$ cat src/rtl/alu_seq.sv
// alu_seq: valid/ready execute unit with registered results and flags, a persistent
// carry for ADC/SBB chains, and an iterative shift-add multiplier.
module alu_seq #(
  parameter int unsigned WIDTH = 8
) (
  input  logic             clk,
  input  logic             rst,
  input  logic             in_valid,
  output logic             in_ready,
  input  logic [3:0]       opcode,
  input  logic [WIDTH-1:0] a,
  input  logic [WIDTH-1:0] b,
  output logic             out_valid,
  input  logic             out_ready,
  output logic [WIDTH-1:0] out,
  output logic [WIDTH-1:0] out_hi,
  output logic             carry,
  output logic             zero,
  output logic             neg,
  output logic             ovf
);

  localparam int unsigned SHW = $clog2(WIDTH);
  localparam int unsigned W2  = 2 * WIDTH;

  localparam logic [3:0] OP_ADD = 4'd0;
  localparam logic [3:0] OP_SUB = 4'd1;
  localparam logic [3:0] OP_AND = 4'd2;
  localparam logic [3:0] OP_OR  = 4'd3;
  localparam logic [3:0] OP_XOR = 4'd4;
  localparam logic [3:0] OP_NOT = 4'd5;
  localparam logic [3:0] OP_SHL = 4'd6;
  localparam logic [3:0] OP_SHR = 4'd7;
  localparam logic [3:0] OP_ADC = 4'd8;
  localparam logic [3:0] OP_SBB = 4'd9;
  localparam logic [3:0] OP_SLL = 4'd10;
  localparam logic [3:0] OP_SRL = 4'd11;
  localparam logic [3:0] OP_SRA = 4'd12;
  localparam logic [3:0] OP_ROL = 4'd13;
  localparam logic [3:0] OP_CMP = 4'd14;
  localparam logic [3:0] OP_MUL = 4'd15;

  typedef enum logic [1:0] {
    S_IDLE = 2'd0,
    S_MUL  = 2'd1,
    S_OUT  = 2'd2
  } state_t;

  state_t           r_state;
  logic             r_out_valid;
  logic [WIDTH-1:0] r_out;
  logic [WIDTH-1:0] r_out_hi;
  logic             r_carry;
  logic             r_zero;
  logic             r_neg;
  logic             r_ovf;
  logic             r_c_flag;
  logic [W2-1:0]    r_mcand;
  logic [WIDTH-1:0] r_mplier;
  logic [W2-1:0]    r_acc;
  logic [SHW-1:0]   r_cnt;

  state_t           w_state_nxt;
  logic             w_valid_nxt;
  logic [WIDTH-1:0] w_out_nxt;
  logic [WIDTH-1:0] w_hi_nxt;
  logic             w_carry_nxt;
  logic             w_zero_nxt;
  logic             w_neg_nxt;
  logic             w_ovf_nxt;
  logic             w_cflag_nxt;
  logic [W2-1:0]    w_mcand_nxt;
  logic [WIDTH-1:0] w_mplier_nxt;
  logic [W2-1:0]    w_acc_nxt;
  logic [SHW-1:0]   w_cnt_nxt;

  logic             w_accept;
  logic             w_take;
  logic             w_cin;
  logic             w_bin;
  logic [SHW-1:0]   w_sh;
  logic [WIDTH:0]   w_add;
  logic [WIDTH:0]   w_sub;
  logic [WIDTH:0]   w_sll;
  logic [WIDTH:0]   w_srl;
  logic [WIDTH:0]   w_sra;
  logic [WIDTH-1:0] w_alu_res;
  logic [WIDTH-1:0] w_alu_out;
  logic             w_alu_carry;
  logic             w_alu_ovf;
  logic [W2-1:0]    w_acc_step;
  logic [WIDTH-1:0] w_mul_hi;

  assign in_ready = (r_state != S_MUL) && (!r_out_valid || out_ready);
  assign w_accept = in_valid && in_ready;
  assign w_take   = r_out_valid && out_ready;

  // Carry chain: c_flag only feeds the operations that consume it
  assign w_cin = (opcode == OP_ADC) && r_c_flag;
  assign w_bin = (opcode == OP_SBB) && r_c_flag;
  assign w_sh  = b[SHW-1:0];

  // The extra bit in each wide result captures the carry/borrow or last bit shifted out
  assign w_add = {1'b0, a} + {1'b0, b} + {{WIDTH{1'b0}}, w_cin};
  assign w_sub = {1'b0, a} - {1'b0, b} - {{WIDTH{1'b0}}, w_bin};
  assign w_sll = {1'b0, a} << w_sh;
  assign w_srl = {a, 1'b0} >> w_sh;
  assign w_sra = $signed({a, 1'b0}) >>> w_sh;

  // Single-cycle operations; w_alu_res is the value the flags describe
  always_comb begin
    w_alu_res   = '0;
    w_alu_carry = 1'b0;
    w_alu_ovf   = 1'b0;
    case (opcode)
      OP_ADD, OP_ADC: begin
        w_alu_res   = w_add[WIDTH-1:0];
        w_alu_carry = w_add[WIDTH];
        w_alu_ovf   = (a[WIDTH-1] == b[WIDTH-1]) && (w_add[WIDTH-1] != a[WIDTH-1]);
      end
      OP_SUB, OP_SBB, OP_CMP: begin
        w_alu_res   = w_sub[WIDTH-1:0];
        w_alu_carry = w_sub[WIDTH];
        w_alu_ovf   = (a[WIDTH-1] != b[WIDTH-1]) && (w_sub[WIDTH-1] != a[WIDTH-1]);
      end
      OP_AND: w_alu_res = a & b;
      OP_OR:  w_alu_res = a | b;
      OP_XOR: w_alu_res = a ^ b;
      OP_NOT: w_alu_res = ~a;
      OP_SHL: begin
        w_alu_res   = {a[WIDTH-2:0], 1'b0};
        w_alu_carry = a[WIDTH-1];
      end
      OP_SHR: begin
        w_alu_res   = {1'b0, a[WIDTH-1:1]};
        w_alu_carry = a[0];
      end
      OP_SLL: begin
        w_alu_res   = w_sll[WIDTH-1:0];
        w_alu_carry = w_sll[WIDTH];
      end
      OP_SRL: begin
        w_alu_res   = w_srl[WIDTH:1];
        w_alu_carry = w_srl[0];
      end
      OP_SRA: begin
        w_alu_res   = w_sra[WIDTH:1];
        w_alu_carry = w_sra[0];
      end
      OP_ROL: begin
        w_alu_res   = {a[WIDTH-2:0], a[WIDTH-1]};
        w_alu_carry = a[WIDTH-1];
      end
      default: ;
    endcase
  end

  // CMP reports subtraction flags but passes A through
  assign w_alu_out = (opcode == OP_CMP) ? a : w_alu_res;

  assign w_acc_step = r_acc + (r_mplier[0] ? r_mcand : {W2{1'b0}});
  assign w_mul_hi   = w_acc_step[W2-1:WIDTH];

  // Next-state and result-register update
  always_comb begin
    w_state_nxt  = r_state;
    w_valid_nxt  = r_out_valid;
    w_out_nxt    = r_out;
    w_hi_nxt     = r_out_hi;
    w_carry_nxt  = r_carry;
    w_zero_nxt   = r_zero;
    w_neg_nxt    = r_neg;
    w_ovf_nxt    = r_ovf;
    w_cflag_nxt  = r_c_flag;
    w_mcand_nxt  = r_mcand;
    w_mplier_nxt = r_mplier;
    w_acc_nxt    = r_acc;
    w_cnt_nxt    = r_cnt;
    case (r_state)
      S_MUL: begin
        w_mcand_nxt  = r_mcand << 1;
        w_mplier_nxt = r_mplier >> 1;
        w_acc_nxt    = w_acc_step;
        w_cnt_nxt    = r_cnt + SHW'(1);
        if (r_cnt == SHW'(WIDTH - 1)) begin
          w_state_nxt = S_OUT;
          w_valid_nxt = 1'b1;
          w_out_nxt   = w_acc_step[WIDTH-1:0];
          w_hi_nxt    = w_mul_hi;
          w_carry_nxt = |w_mul_hi;
          w_zero_nxt  = (w_acc_step == {W2{1'b0}});
          w_neg_nxt   = w_acc_step[WIDTH-1];
          w_ovf_nxt   = 1'b0;
          w_cflag_nxt = |w_mul_hi;
        end
      end
      default: begin
        if (w_accept) begin
          if (opcode == OP_MUL) begin
            w_state_nxt  = S_MUL;
            w_valid_nxt  = 1'b0;
            w_mcand_nxt  = {{WIDTH{1'b0}}, a};
            w_mplier_nxt = b;
            w_acc_nxt    = '0;
            w_cnt_nxt    = '0;
          end else begin
            w_state_nxt = S_OUT;
            w_valid_nxt = 1'b1;
            w_out_nxt   = w_alu_out;
            w_hi_nxt    = '0;
            w_carry_nxt = w_alu_carry;
            w_zero_nxt  = (w_alu_res == {WIDTH{1'b0}});
            w_neg_nxt   = w_alu_res[WIDTH-1];
            w_ovf_nxt   = w_alu_ovf;
            w_cflag_nxt = w_alu_carry;
          end
        end else if (w_take) begin
          w_state_nxt = S_IDLE;
          w_valid_nxt = 1'b0;
        end
      end
    endcase
  end

  always_ff @(posedge clk) begin
    if (rst) begin
      r_state     <= S_IDLE;
      r_out_valid <= 1'b0;
      r_out       <= '0;
      r_out_hi    <= '0;
      r_carry     <= 1'b0;
      r_zero      <= 1'b0;
      r_neg       <= 1'b0;
      r_ovf       <= 1'b0;
      r_c_flag    <= 1'b0;
      r_mcand     <= '0;
      r_mplier    <= '0;
      r_acc       <= '0;
      r_cnt       <= '0;
    end else begin
      r_state     <= w_state_nxt;
      r_out_valid <= w_valid_nxt;
      r_out       <= w_out_nxt;
      r_out_hi    <= w_hi_nxt;
      r_carry     <= w_carry_nxt;
      r_zero      <= w_zero_nxt;
      r_neg       <= w_neg_nxt;
      r_ovf       <= w_ovf_nxt;
      r_c_flag    <= w_cflag_nxt;
      r_mcand     <= w_mcand_nxt;
      r_mplier    <= w_mplier_nxt;
      r_acc       <= w_acc_nxt;
      r_cnt       <= w_cnt_nxt;
    end
  end

  assign out_valid = r_out_valid;
  assign out       = r_out;
  assign out_hi    = r_out_hi;
  assign carry     = r_carry;
  assign zero      = r_zero;
  assign neg       = r_neg;
  assign ovf       = r_ovf;

endmodule

$ cat config.mk
export PLATFORM = sky130hd
export DESIGN_NAME = alu_seq
export DESIGN_NICKNAME = d
export VERILOG_FILES = /design/src/rtl/alu_seq.sv
export SDC_FILE = /design/constraint.sdc
export NUM_CORES = 1
export LEC_CHECK = 0
export CORE_MARGIN = 2
export CORE_UTILIZATION = 46
export DETAILED_ROUTE_END_ITERATION = 10
export HOLD_SLACK_MARGIN = 0.05
export PLACE_DENSITY = 0.64
export SLEW_MARGIN = 20
export SYNTH_ARGS = -nofsm -noshare
export SYNTH_HDL_FRONTEND = slang
export SYNTH_SLANG_ARGS = --single-unit
$ cat constraint.sdc
create_clock -name clk -period 6.5 [get_ports clk]
set_clock_uncertainty 0.2 [all_clocks]
set_input_delay 0.65 -clock clk [delete_from_list [all_inputs] [get_ports clk]]
set_output_delay 0.65 -clock clk [all_outputs]
set_load 0.03 [all_outputs]
==> results of run 1 <==
## power breakdown
part	switching (W)	total (W)	internal (W)
clock	0.000170	0.000486	0.000316
sequential	0.0000166	0.000436	0.000419
combinational	0.000231	0.000372	0.000141
## cell families after synthesis
family	after synthesis
AO/OA/AOI/OAI	240
XOR/XNOR	25
adder cells (fa/ha/maj)	53
buffers and inverters	91
flip-flops	65
multiplexers	19
AND/OR/NAND/NOR	294
## worst min path at each step
stage	start	end	slack (ns)	cells past startpoint
6_report	out_hi[1]$_SDFFE_PP0P_	out_hi[1]$_SDFFE_PP0P_	0.26	2
5_1_grt	r_mcand[13]$_SDFFE_PP0P_	r_mcand[14]$_SDFFE_PP0P_	0.28	2
4_1_cts	out_hi[6]$_SDFFE_PP0P_	out_hi[6]$_SDFFE_PP0P_	0.26	2
3_5_place_dp	out_hi[6]$_SDFFE_PP0P_	out_hi[6]$_SDFFE_PP0P_	0.25	2
3_3_place_gp	out_hi[6]$_SDFFE_PP0P_	out_hi[6]$_SDFFE_PP0P_	0.24	2
2_1_floorplan	r_mcand[14]$_SDFFE_PP0P_	r_mcand[15]$_SDFFE_PP0P_	0.24	2
## Yosys cell counts, types with 3 or more instances
cell        n
nor2_1     91
a21oi_1    76
dfxtp_1    65
nand2_1    62
ha_1       48
clkbuf_1   32
inv_1      32
o21ai_0    30
nand3_1    29
a211oi_1   23
nor3_1     22
and2_1     19
o211ai_1   18
xnor2_1    18
nand2b_1   16
a22oi_1    14
o22ai_1    10
buf_2       9
nor2b_1     9
a21o_1      8
a31oi_1     8
buf_4       8
mux2i_1     7
xor2_1      7
o2111ai_1   6
or3_1       6
a2111oi_0   5
a221oi_1    5
a311oi_1    5
fa_1        5
mux2_2      5
nand3b_1    5
nand4_1     5
buf_1       4
buf_6       4
mux4_2      4
nor4_1      4
a22o_1      3
mux4_1      3
nand4b_1    3
nor4b_1     3
or2_2       3
## cell type report
type / count / area [µm²] / area share, %
clock buffer: 13 / 260 / 3.84
clock inverter: 2 / 37.5 / 0.554
inverter: 34 / 128 / 1.88
multi-input combinational: 631 / 4290 / 63.3
sequential: 65 / 1300 / 19.2
tap: 172 / 215 / 3.18
timing repair buffer: 58 / 543 / 8.02
## routing by layer
layer / global-route usage, % / up-vias / share of wire, %
met4: 9.56 / 0 / 2.3
met1: 40.2 / 2890 / 46
met2: 43.9 / 280 / 45
met3: 5.02 / 38 / 7.0
met5: 0 / - / 0
li1: - / 2914 / -
## through the flow
| step | power [W] | hold WS, ns | setup WS (ns) |
|---|---|---|---|
| floorplan | 0.000692 | 0.241 | 2.65 |
| global placement | 0.000806 | 0.239 | 1.58 |
| detailed placement | 0.000808 | 0.249 | 1.49 |
| CTS | 0.00130 | 0.256 | 1.82 |
| global route | 0.00136 | 0.284 | 1.39 |
| finish | 0.00129 | 0.256 | 1.75 |
## sequential cells by signal (all words and copies together), names as in the netlist
register and cells:
r_acc 16, r_mcand 16, out 8, out_hi 8, r_mplier 8, r_cnt 3, r_state 2, neg 1
ovf 1, r_c_flag 1, zero 1
## worst reg2reg max path: stages, from the launching register on
cell,delay (ns)
dfxtp_1,0.43
nand4b_1,0.18
fa_1,0.57
inv_1,0.05
ha_1,0.16
o21ai_0,0.32
a211oi_1,0.19
o311ai_0,0.62
nand2_1,0.14
o211ai_1,0.24
nor3_1,0.15
a32oi_1,0.20
o31ai_1,0.09
==> results.txt, run 1 <==
Worst-case clock buffer depth -> 2
Final cell count without fillers -> 975
Crit path cell chain -> clkdlybuf4s50_1 > nand4b_1 > fa_1 > inv_1 > ha_1 > o21ai_0 > a211oi_1 > o311ai_0 > nand2_1 > o211ai_1 > nor3_1 > a32oi_1 > o31ai_1
Critical Path Slowest Stage Cell -> clkdlybuf4s50_1
First-pass GRT wire length -> 32000 µm
Tcrit/Tclk final -> 73.1%
Gr usage total -> 28.5%
Antenna fix cells -> 0
Post-route ant nets -> 0
Worst Hold Class -> reg2reg
Worst R2R End -> zero$_SDFFE_PP0P_
Largest net degree at the start of global routing -> 65
Post-synth cell types -> 79
Crit start category -> input port
FILL cells -> 1248
Post-synth ARST share -> 0%
Hold Vio Cnt, Final -> 0
Pwr dens -> 191 nW/µm²
Required @ worst endpoint -> 6.50 ns
WP depth -> 13
Unrepaired setup endpoints after global routing -> false
Largest cells by area after synthesis -> dfxtp_1 (22%), ha_1 (10%), a21oi_1 (6.3%), nor2_1 (5.7%), nand2_1 (3.9%)
Clock transition at the registers of the reported paths -> 0.05 ns
Routability congestion estimate -> 1.03
CP Buf/Inv Count -> 2
Worst path max stage delay -> 1.11 ns
Worst setup path category -> in2reg
Leakage Power -> 2.63 nW
Yosys reg bits -> 65
Min cycle time layout -> 4.75 ns
R2R Setup Slk -> 2.83 ns
Drt drc -> 0
Most common cell after layout, fill and taps aside -> nor2_1
Die width -> 118 µm
H-tree Lvls -> 3
# IOs -> 46
Setup crit start -> opcode[3]
Root Driver -> clkbuf_16
Worst VDD drop -> 0.000145 V
Largest family of logic cells by synthesized area -> compound AO/OA/AOI/OAI gates
GRT overflow -> 0
Die Ht -> 118 µm
Area grow syn2layout -> 13.0%
Post-layout util -> 53.5%
Worst Tran Pin Value -> 0.980 ns
Port bufs -> 45
Worst r2r src -> r_c_flag$_SDFFE_PP0P_
Post-Syn Area -> 6000 µm²
DRT iter0 DRCs -> 620
Fmax -> 210 MHz
Adder-cell share of the synthesized area -> 11.7%
Clk_lat worst skew -> 0.33 ns
Vias post-DR -> 6122
Compound-gate portion of the synthesized area -> 26.7%
First drt pass iteration count -> 6
Clk sink count -> 65
Std-Cell Rows -> 41
Status -> completed
Die ar. -> 14000 µm²
Initial Util -> 47.3%
Hold buffers post-CTS -> 0
Simple-gate portion of the synthesized area -> 24.5%
Crit path max-delay family -> compound AO/OA/AOI/OAI gates
Total Nets Final -> 876
Max_cap viols -> 0
Syn_area_per_cell -> 7.62 µm²
TritonCTS clock tree -> done
YS warnings -> 0
WP data arrival -> 4.75 ns
Fin area -> 6770 µm²
Dpl cells -> 960
Synth Area in XOR/XNOR -> 3.65%
Vias per cell -> 6.28
Leading area contributor after synthesis -> dfxtp_1
Number of global-route vias before repair -> 5828
Setup crit end -> zero$_SDFFE_PP0P_
CP Max Fanout -> 26
EDFF count, synth -> 0
Post-Syn Nets -> 864
Num CTS Buffers -> 9
Post-Syn Instances -> 787
Placed instance area -> 6470 µm²
Share of cells above drive strength 1 -> 6.35%
CP endpoint kind -> register
Sequential share of the synthesized area -> 21.7%
Routed wire length -> 19700 µm
Post-synthesis mux area share -> 4.92%
Ys flop type -> dfxtp_1
Post-synth top area share -> 21.7%
Post-DP HPWL -> 14500 µm
Antenna violations before repair -> 0
Post-CTS Setup Inserts -> 0
Final Setup Violations -> 0
# resized after CTS -> 0
Setup TNS -> 0 ns
Slew Viols, Final -> 0
Worst r2r path cells -> 12
Max_slew headroom -> 34.4%
Placeable core area -> 12700 µm²
DR WL/cell -> 20.2 µm
Most frequent cells in the layout -> nor2_1 (91), a21oi_1 (75), dfxtp_1 (65), nand2_1 (62), ha_1 (48)
No activity file was read; power rests on OpenSTA's default activity.
==> run 2, diff against run 1 <==
==> constraint.sdc (replaced) <==
create_clock -name clk -period 4.6 [get_ports clk]
set_clock_uncertainty 0.2 [all_clocks]
set_input_delay 0.46 -clock clk [delete_from_list [all_inputs] [get_ports clk]]
set_output_delay 0.46 -clock clk [all_outputs]
set_load 0.03 [all_outputs]
==> results.txt, run 2 (same netlist as run 1, synthesis figures left out) <==
Status -> completed (unchanged)
Root Driver -> clkbuf_16 (unchanged)
FILL cells -> 1213 (was 1248)
Min cycle time layout -> 3.89 ns
Multi-input gate area -> 4280 µm² (was 4290 µm²)
H-tree Lvls -> 3 (unchanged)
# resized after CTS -> 0 (unchanged)
Port bufs -> 45 (unchanged)
Worst-case clock buffer depth -> 2 (unchanged)
Pwr dens -> 276 nW/µm² (was 191 nW/µm²)
First-pass GRT wire length -> 31500 µm (was 32000 µm)
Die width -> 118 µm (unchanged)
Gr usage total -> 28.2% (was 28.5%)
Required @ worst endpoint -> 4.65 ns (was 6.50 ns)
Drt drc -> 0 (unchanged)
Routed wire length -> 19700 µm (about the same)
Number of global-route vias before repair -> 5790 (was 5828)
Vias per cell -> 6.29 (was 6.28)
Total Nets Final -> 887 (was 876)
Largest net degree at the start of global routing -> 52 (was 65)
Initial Util -> 47.3% (unchanged)
Max_cap viols -> 0 (unchanged)
Routability congestion estimate -> 0.949 (was 1.03)
CP Max Fanout -> 17 (was 26)
Setup TNS -> 0 ns (unchanged)
Worst R2R End -> r_c_flag$_SDFFE_PP0P_ (was zero$_SDFFE_PP0P_)
Slew Viols, Final -> 0 (unchanged)
Placeable core area -> 12700 µm² (unchanged)
Die ar. -> 14000 µm² (unchanged)
Unrepaired setup endpoints after global routing -> false (unchanged)
First drt pass iteration count -> 6 (unchanged)
Leakage Power -> 2.70 nW (was 2.63 nW)
Clk_lat worst skew -> 0.34 ns (was 0.33 ns)
Hold buffers post-CTS -> 0 (unchanged)
Worst setup path category -> reg2reg (was in2reg)
Register area -> 1300 µm² (unchanged)
Setup crit end -> r_c_flag$_SDFFE_PP0P_ (was zero$_SDFFE_PP0P_)
Final Setup Violations -> 0 (unchanged)
Worst Tran Pin Value -> 0.913 ns (was 0.980 ns)
Post-route ant nets -> 0 (unchanged)
Worst Hold Class -> reg2reg (unchanged)
# IOs -> 46 (unchanged)
DRT iter0 DRCs -> 648 (was 620)
Post-CTS Setup Inserts -> 0 (unchanged)
Tcrit/Tclk final -> 84.5%
Fmax -> 257 MHz
Num CTS Buffers -> 9 (unchanged)
Worst r2r src -> r_mplier[0]$_SDFFE_PP0P_ (was r_c_flag$_SDFFE_PP0P_)
Crit start category -> register (was input port)
Biggest regs -> r_acc (16), r_mcand (16) (unchanged)
GRT overflow -> 0 (unchanged)
Clk sink count -> 65 (unchanged)
Final cell count without fillers -> 987 (was 975)
Worst r2r path cells -> 10 (was 12)
Hold Vio Cnt, Final -> 0 (unchanged)
Most frequent cells in the layout -> nor2_1 (91), a21oi_1 (76), dfxtp_1 (65), nand2_1 (62), ha_1 (48) (was nor2_1 (91), a21oi_1 (75), dfxtp_1 (65), nand2_1 (62), ha_1 (48))
WP data arrival -> 3.94 ns (was 4.75 ns)
Max_slew headroom -> 37.5% (was 34.4%)
Area grow syn2layout -> 14.8% (was 13.0%)
Most common cell after layout, fill and taps aside -> nor2_1 (unchanged)
Die Ht -> 118 µm (unchanged)
Antenna fix cells -> 0 (unchanged)
Clock transition at the registers of the reported paths -> 0.06 ns (was 0.05 ns)
Antenna violations before repair -> 0 (unchanged)
Vias post-DR -> 6211 (was 6122)
DR WL/cell -> 20.0 µm (was 20.2 µm)
Hold Crit Depth -> 2 (unchanged)
Dpl cells -> 971 (was 960)
TritonCTS clock tree -> done (unchanged)
Std-Cell Rows -> 41 (unchanged)
Worst VDD drop -> 0.000191 V (was 0.000145 V)
Setup crit start -> r_mplier[0]$_SDFFE_PP0P_ (was opcode[3])
Share of cells above drive strength 1 -> 7.85% (was 6.35%)
CP endpoint kind -> register (unchanged)
R2R Setup Slk -> 0.71 ns (was 2.83 ns)
Post-DP HPWL -> 14400 µm (was 14500 µm)
[run 2: changes by cell type in the layout (fill, tap and decap cells not counted), moves of 2 or more]
| cell | previous run | this run |
|---|---|---|
| clkbuf_1 | 2 | 0 |
| clkinv_4 | 0 | 4 |
| clkbuf_8 | 2 | 0 |
| buf_4 | 13 | 24 |
[run 2: worst max-delay path: stages (launching register included)]
cell and delay, ns:
dfxtp_1 0.68, and2_1 0.24, ha_1 0.31, a2111oi_0 0.60, o21ai_1 0.25, a211o_1 0.33, a31o_1 0.23, a21oi_1 0.17
xnor2_1 0.28, o21ai_0 0.23, a311oi_1 0.28
[run 2: how the worst min path moves through the flow]
stage / endpoint / slack, ns / from
2_1_floorplan: r_mcand[15]$_SDFFE_PP0P_ / 0.24 / r_mcand[14]$_SDFFE_PP0P_
3_3_place_gp: out_hi[7]$_SDFFE_PP0P_ / 0.24 / out_hi[7]$_SDFFE_PP0P_
3_5_place_dp: out_hi[4]$_SDFFE_PP0P_ / 0.25 / out_hi[4]$_SDFFE_PP0P_
4_1_cts: out_hi[7]$_SDFFE_PP0P_ / 0.26 / out_hi[7]$_SDFFE_PP0P_
5_1_grt: out_hi[1]$_SDFFE_PP0P_ / 0.28 / out_hi[1]$_SDFFE_PP0P_
6_report: out_hi[6]$_SDFFE_PP0P_ / 0.25 / out_hi[6]$_SDFFE_PP0P_
[run 2: final cells by class]
type,instances,area share (%)
sequential,65,18.9
tap,172,3.13
inverter,34,1.85
clock buffer,9,3.27
multi-input combinational,631,62.2
clock inverter,7,1.51
timing repair buffer,69,9.09
[run 2: report_power, final]
group / leakage [nW] / switching, W / internal [W]
registers: 0.528 / 0.0000260 / 0.000591
clock network: 0.160 / 0.000277 / 0.000480
logic: 2.01 / 0.000319 / 0.000205
total: 2.70 / 0.000622 / 0.00128
[run 2: per-stage QoR]
stage	worst slack (ns)	util (%)	area [µm²]	power, W	hold slack, ns
detailed placement	0.426	51.7	6550	0.00114	0.250
CTS	0.751	54.3	6880	0.00190	0.257
global placement	0.543	51.7	6550	0.00114	0.239
floorplan	0.942	-	6000	0.000978	0.241
finish	0.713	54.3	6880	0.00190	0.252
global route	0.429	54.3	6880	0.00198	0.279
[run 2: routing by layer]
layer / GRT usage (%) / share of wire (%) / wire (µm)
met4: 9.04 / 2.3 / 454
met5: 0 / 0 / 0
met1: 39.4 / 44 / 8710
met3: 4.49 / 8.0 / 1590
met2: 44.5 / 45 / 8960
==> run 3, diff against run 2 <==
--- a/config.mk
+++ b/config.mk
@@ -9,7 +9,7 @@
 export CORE_UTILIZATION = 46
 export DETAILED_ROUTE_END_ITERATION = 10
 export HOLD_SLACK_MARGIN = 0.05
-export PLACE_DENSITY = 0.64
+export PLACE_DENSITY = 0.67
 export SLEW_MARGIN = 20
 export SYNTH_ARGS = -nofsm -noshare
 export SYNTH_HDL_FRONTEND = slang
==> constraint.sdc (replaced) <==
create_clock -name clk -period 3.3 [get_ports clk]
set_clock_uncertainty 0.2 [all_clocks]
set_input_delay 0.33 -clock clk [delete_from_list [all_inputs] [get_ports clk]]
set_output_delay 0.33 -clock clk [all_outputs]
set_load 0.03 [all_outputs]
==> results.txt, run 3 (same netlist as run 1, synthesis figures left out) <==
Met3 wire length -> 1910 µm (was 1590 µm)
Total Nets Final -> 979 (was 887)
Final WS setup -> 0.0687 ns (was 0.713 ns)
Worst R2R End -> out[4]$_SDFFE_PP0P_ (was r_c_flag$_SDFFE_PP0P_)
DR WL/cell -> 19.3 µm (was 20.0 µm)
Clock transition at the registers of the reported paths -> 0.05 ns (was 0.06 ns)
Antenna violations before repair -> 0 (unchanged)
Worst Hold Class -> in2reg (was reg2reg)
Worst Hold Launch -> rst (was out_hi[6]$_SDFFE_PP0P_)
Worst Tran Pin Value -> 0.693 ns (was 0.913 ns)
Fin area -> 7790 µm² (was 6880 µm²)
Post-route ant nets -> 0 (unchanged)
Number of global-route vias before repair -> 6108 (was 5790)
Drt drc -> 0 (unchanged)
CP Max Fanout -> 2 (was 17)
Leakage Power -> 3.21 nW (was 2.70 nW)
Gr usage total -> 29.3% (was 28.2%)
Initial Util -> 47.3% (unchanged)
Hold buffers post-CTS -> 0 (unchanged)
Routability congestion estimate -> 0.998 (was 0.949)
Hold Crit Depth -> 2 (unchanged)
Max_slew headroom -> 53.6% (was 37.5%)
First drt pass iteration count -> 7 (was 6)
Crit start category -> register (unchanged)
Worst path max stage delay -> 0.39 ns (was 0.68 ns)
Clk_lat worst skew -> 0.33 ns (was 0.34 ns)
Die Ht -> 118 µm (unchanged)
Routed wire length -> 20800 µm (was 19700 µm)
Placed instance area -> 7230 µm² (was 6550 µm²)
Required @ worst endpoint -> 3.33 ns (was 4.65 ns)
Worst r2r path cells -> 14 (was 10)
Hold Crit Endpoint -> r_acc[9]$_SDFFE_PP0P_ (was out_hi[6]$_SDFFE_PP0P_)
Antenna fix cells -> 0 (unchanged)
Clk sink count -> 65 (unchanged)
TritonCTS clock tree -> done (unchanged)
# IOs -> 46 (unchanged)
Met2 wire len -> 8860 µm (was 8960 µm)
Root Driver -> clkbuf_16 (unchanged)
Most common cell after layout, fill and taps aside -> buf_4 (was nor2_1)
Final cell count without fillers -> 1078 (was 987)
CP endpoint kind -> register (unchanged)
Most frequent cells in the layout -> buf_4 (114), nor2_1 (91), a21oi_1 (75), dfxtp_1 (63), nand2_1 (62) (was nor2_1 (91), a21oi_1 (76), dfxtp_1 (65), nand2_1 (62), ha_1 (48))
Status -> completed (unchanged)
Std-Cell Rows -> 41 (unchanged)
Hold Vio Cnt, Final -> 0 (unchanged)
Worst-case clock buffer depth -> 2 (unchanged)
Die width -> 118 µm (unchanged)
Crit path cell chain -> nand4b_1 > fa_2 > buf_4 > fa_2 > buf_4 > o21ai_2 > buf_4 > nand2b_1 > xor2_1 > nand2_1 > nand4_1 > a21oi_1 > o211ai_1 > o211a_1 (was and2_1 > ha_1 > a2111oi_0 > o21ai_1 > a211o_1 > a31o_1 > a21oi_1 > xnor2_1 > o21ai_0 > a311oi_1)
Worst setup path category -> reg2reg (unchanged)
R2R Setup Slk -> 0.07 ns (was 0.71 ns)
Post-DP HPWL -> 15600 µm (was 14400 µm)
Slew Viols, Final -> 0 (unchanged)
Num CTS Buffers -> 9 (unchanged)
Largest net degree at the start of global routing -> 47 (was 52)
Min cycle time layout -> 3.23 ns (was 3.89 ns)
Highest routed layer -> met4 (unchanged)
Vias post-DR -> 6528 (was 6211)
Critical Path Slowest Stage Cell -> fa_2 (was dfxtp_1)
Port bufs -> 45 (unchanged)
Max_cap viols -> 0 (unchanged)
H-tree Lvls -> 3 (unchanged)
GRT overflow -> 0 (unchanged)
Vias per cell -> 6.06 (was 6.29)
Post-Place Worst Slack -> -0.684 ns (was 0.426 ns)
Biggest regs -> r_acc (16), r_mcand (16) (unchanged)
Tcrit/Tclk final -> 97.9% (was 84.5%)
Area grow syn2layout -> 29.9% (was 14.8%)
Most frequent CP cell -> buf_4
Pwr Total -> 0.00266 W (was 0.00190 W)
DRT iter0 DRCs -> 678 (was 648)
Worst VDD drop -> 0.000280 V (was 0.000191 V)
Die ar. -> 14000 µm² (unchanged)
Fmax -> 309 MHz (was 257 MHz)
WP data arrival -> 3.26 ns (was 3.94 ns)
M1 WL -> 9490 µm (was 8710 µm)
Worst r2r src -> r_c_flag$_SDFFE_PP0P_ (was r_mplier[0]$_SDFFE_PP0P_)
Dpl cells -> 1058 (was 971)
Placeable core area -> 12700 µm² (unchanged)
Share of cells above drive strength 1 -> 21.6% (was 7.85%)
Final Setup Violations -> 0 (unchanged)
Pwr dens -> 341 nW/µm² (was 276 nW/µm²)
First-pass GRT wire length -> 32600 µm (was 31500 µm)
[run 3: cell type report]
cell class                      instances  area, µm²
Clock buffer                           11        243
Multi-Input combinational cell        631       4560
Fill cell                            1161       4880
Tap cell                              172        215
Clock inverter                          4       20.0
Sequential cell                        65       1300
Timing Repair Buffer                  161       1320
Inverter                               34        130
[run 3: where the power goes]
part / total [W] / leakage, nW / switching, W / internal (W)
clock network: 0.000849 / 0.135 / 0.000331 / 0.000518
registers: 0.000859 / 0.528 / 0.0000331 / 0.000826
logic: 0.000947 / 2.54 / 0.000522 / 0.000426
[run 3: how the worst max path moves through the flow]
stage	start	to	depth (start not counted)
finish	r_c_flag$_SDFFE_PP0P_	out[4]$_SDFFE_PP0P_	14
global route	r_c_flag$_SDFFE_PP0P_	out[4]$_SDFFE_PP0P_	14
CTS	a[7]	out[7]$_SDFFE_PP0P_	13
detailed placement	opcode[0]	out[7]$_SDFFE_PP0P_	15
global placement	opcode[1]	zero$_SDFFE_PP0P_	15
floorplan	opcode[1]	zero$_SDFFE_PP0P_	13
[run 3: repair_timing]
item	4_1_cts	5_1_grt
pin swaps	16	20
endpoints found under the setup margin	10	11
gates resized for setup	23	42
buffers inserted	1	4
cloned	0	0
[run 3: worst max-delay path, delay by kind of cell, from the launching register on]
family          cells  cell delay, ns
compound gates      4            0.69
fa+ha+maj           2            0.76
flops               1            0.34
buf+inv             3            0.43
simple gates        4            0.54
xor+xnor            1            0.15
[run 3: routing by layer]
layer | vias to the layer above | global-route usage, %
li1 | 3122 | -
met1 | 3062 | 41.8
met2 | 300 | 43.0
met3 | 44 | 7.72
met4 | 0 | 9.11
met5 | - | 0
[run 3: per-stage QoR]
stage	util (%)	hold WS (ns)	setup TNS [ns]
finish	61.5	0.217	0
global placement	57.1	0.240	-4.95
CTS	59.8	0.209	0
global route	61.5	0.232	-0.0199
floorplan	-	0.241	-0.00387
detailed placement	57.1	0.248	-6.05
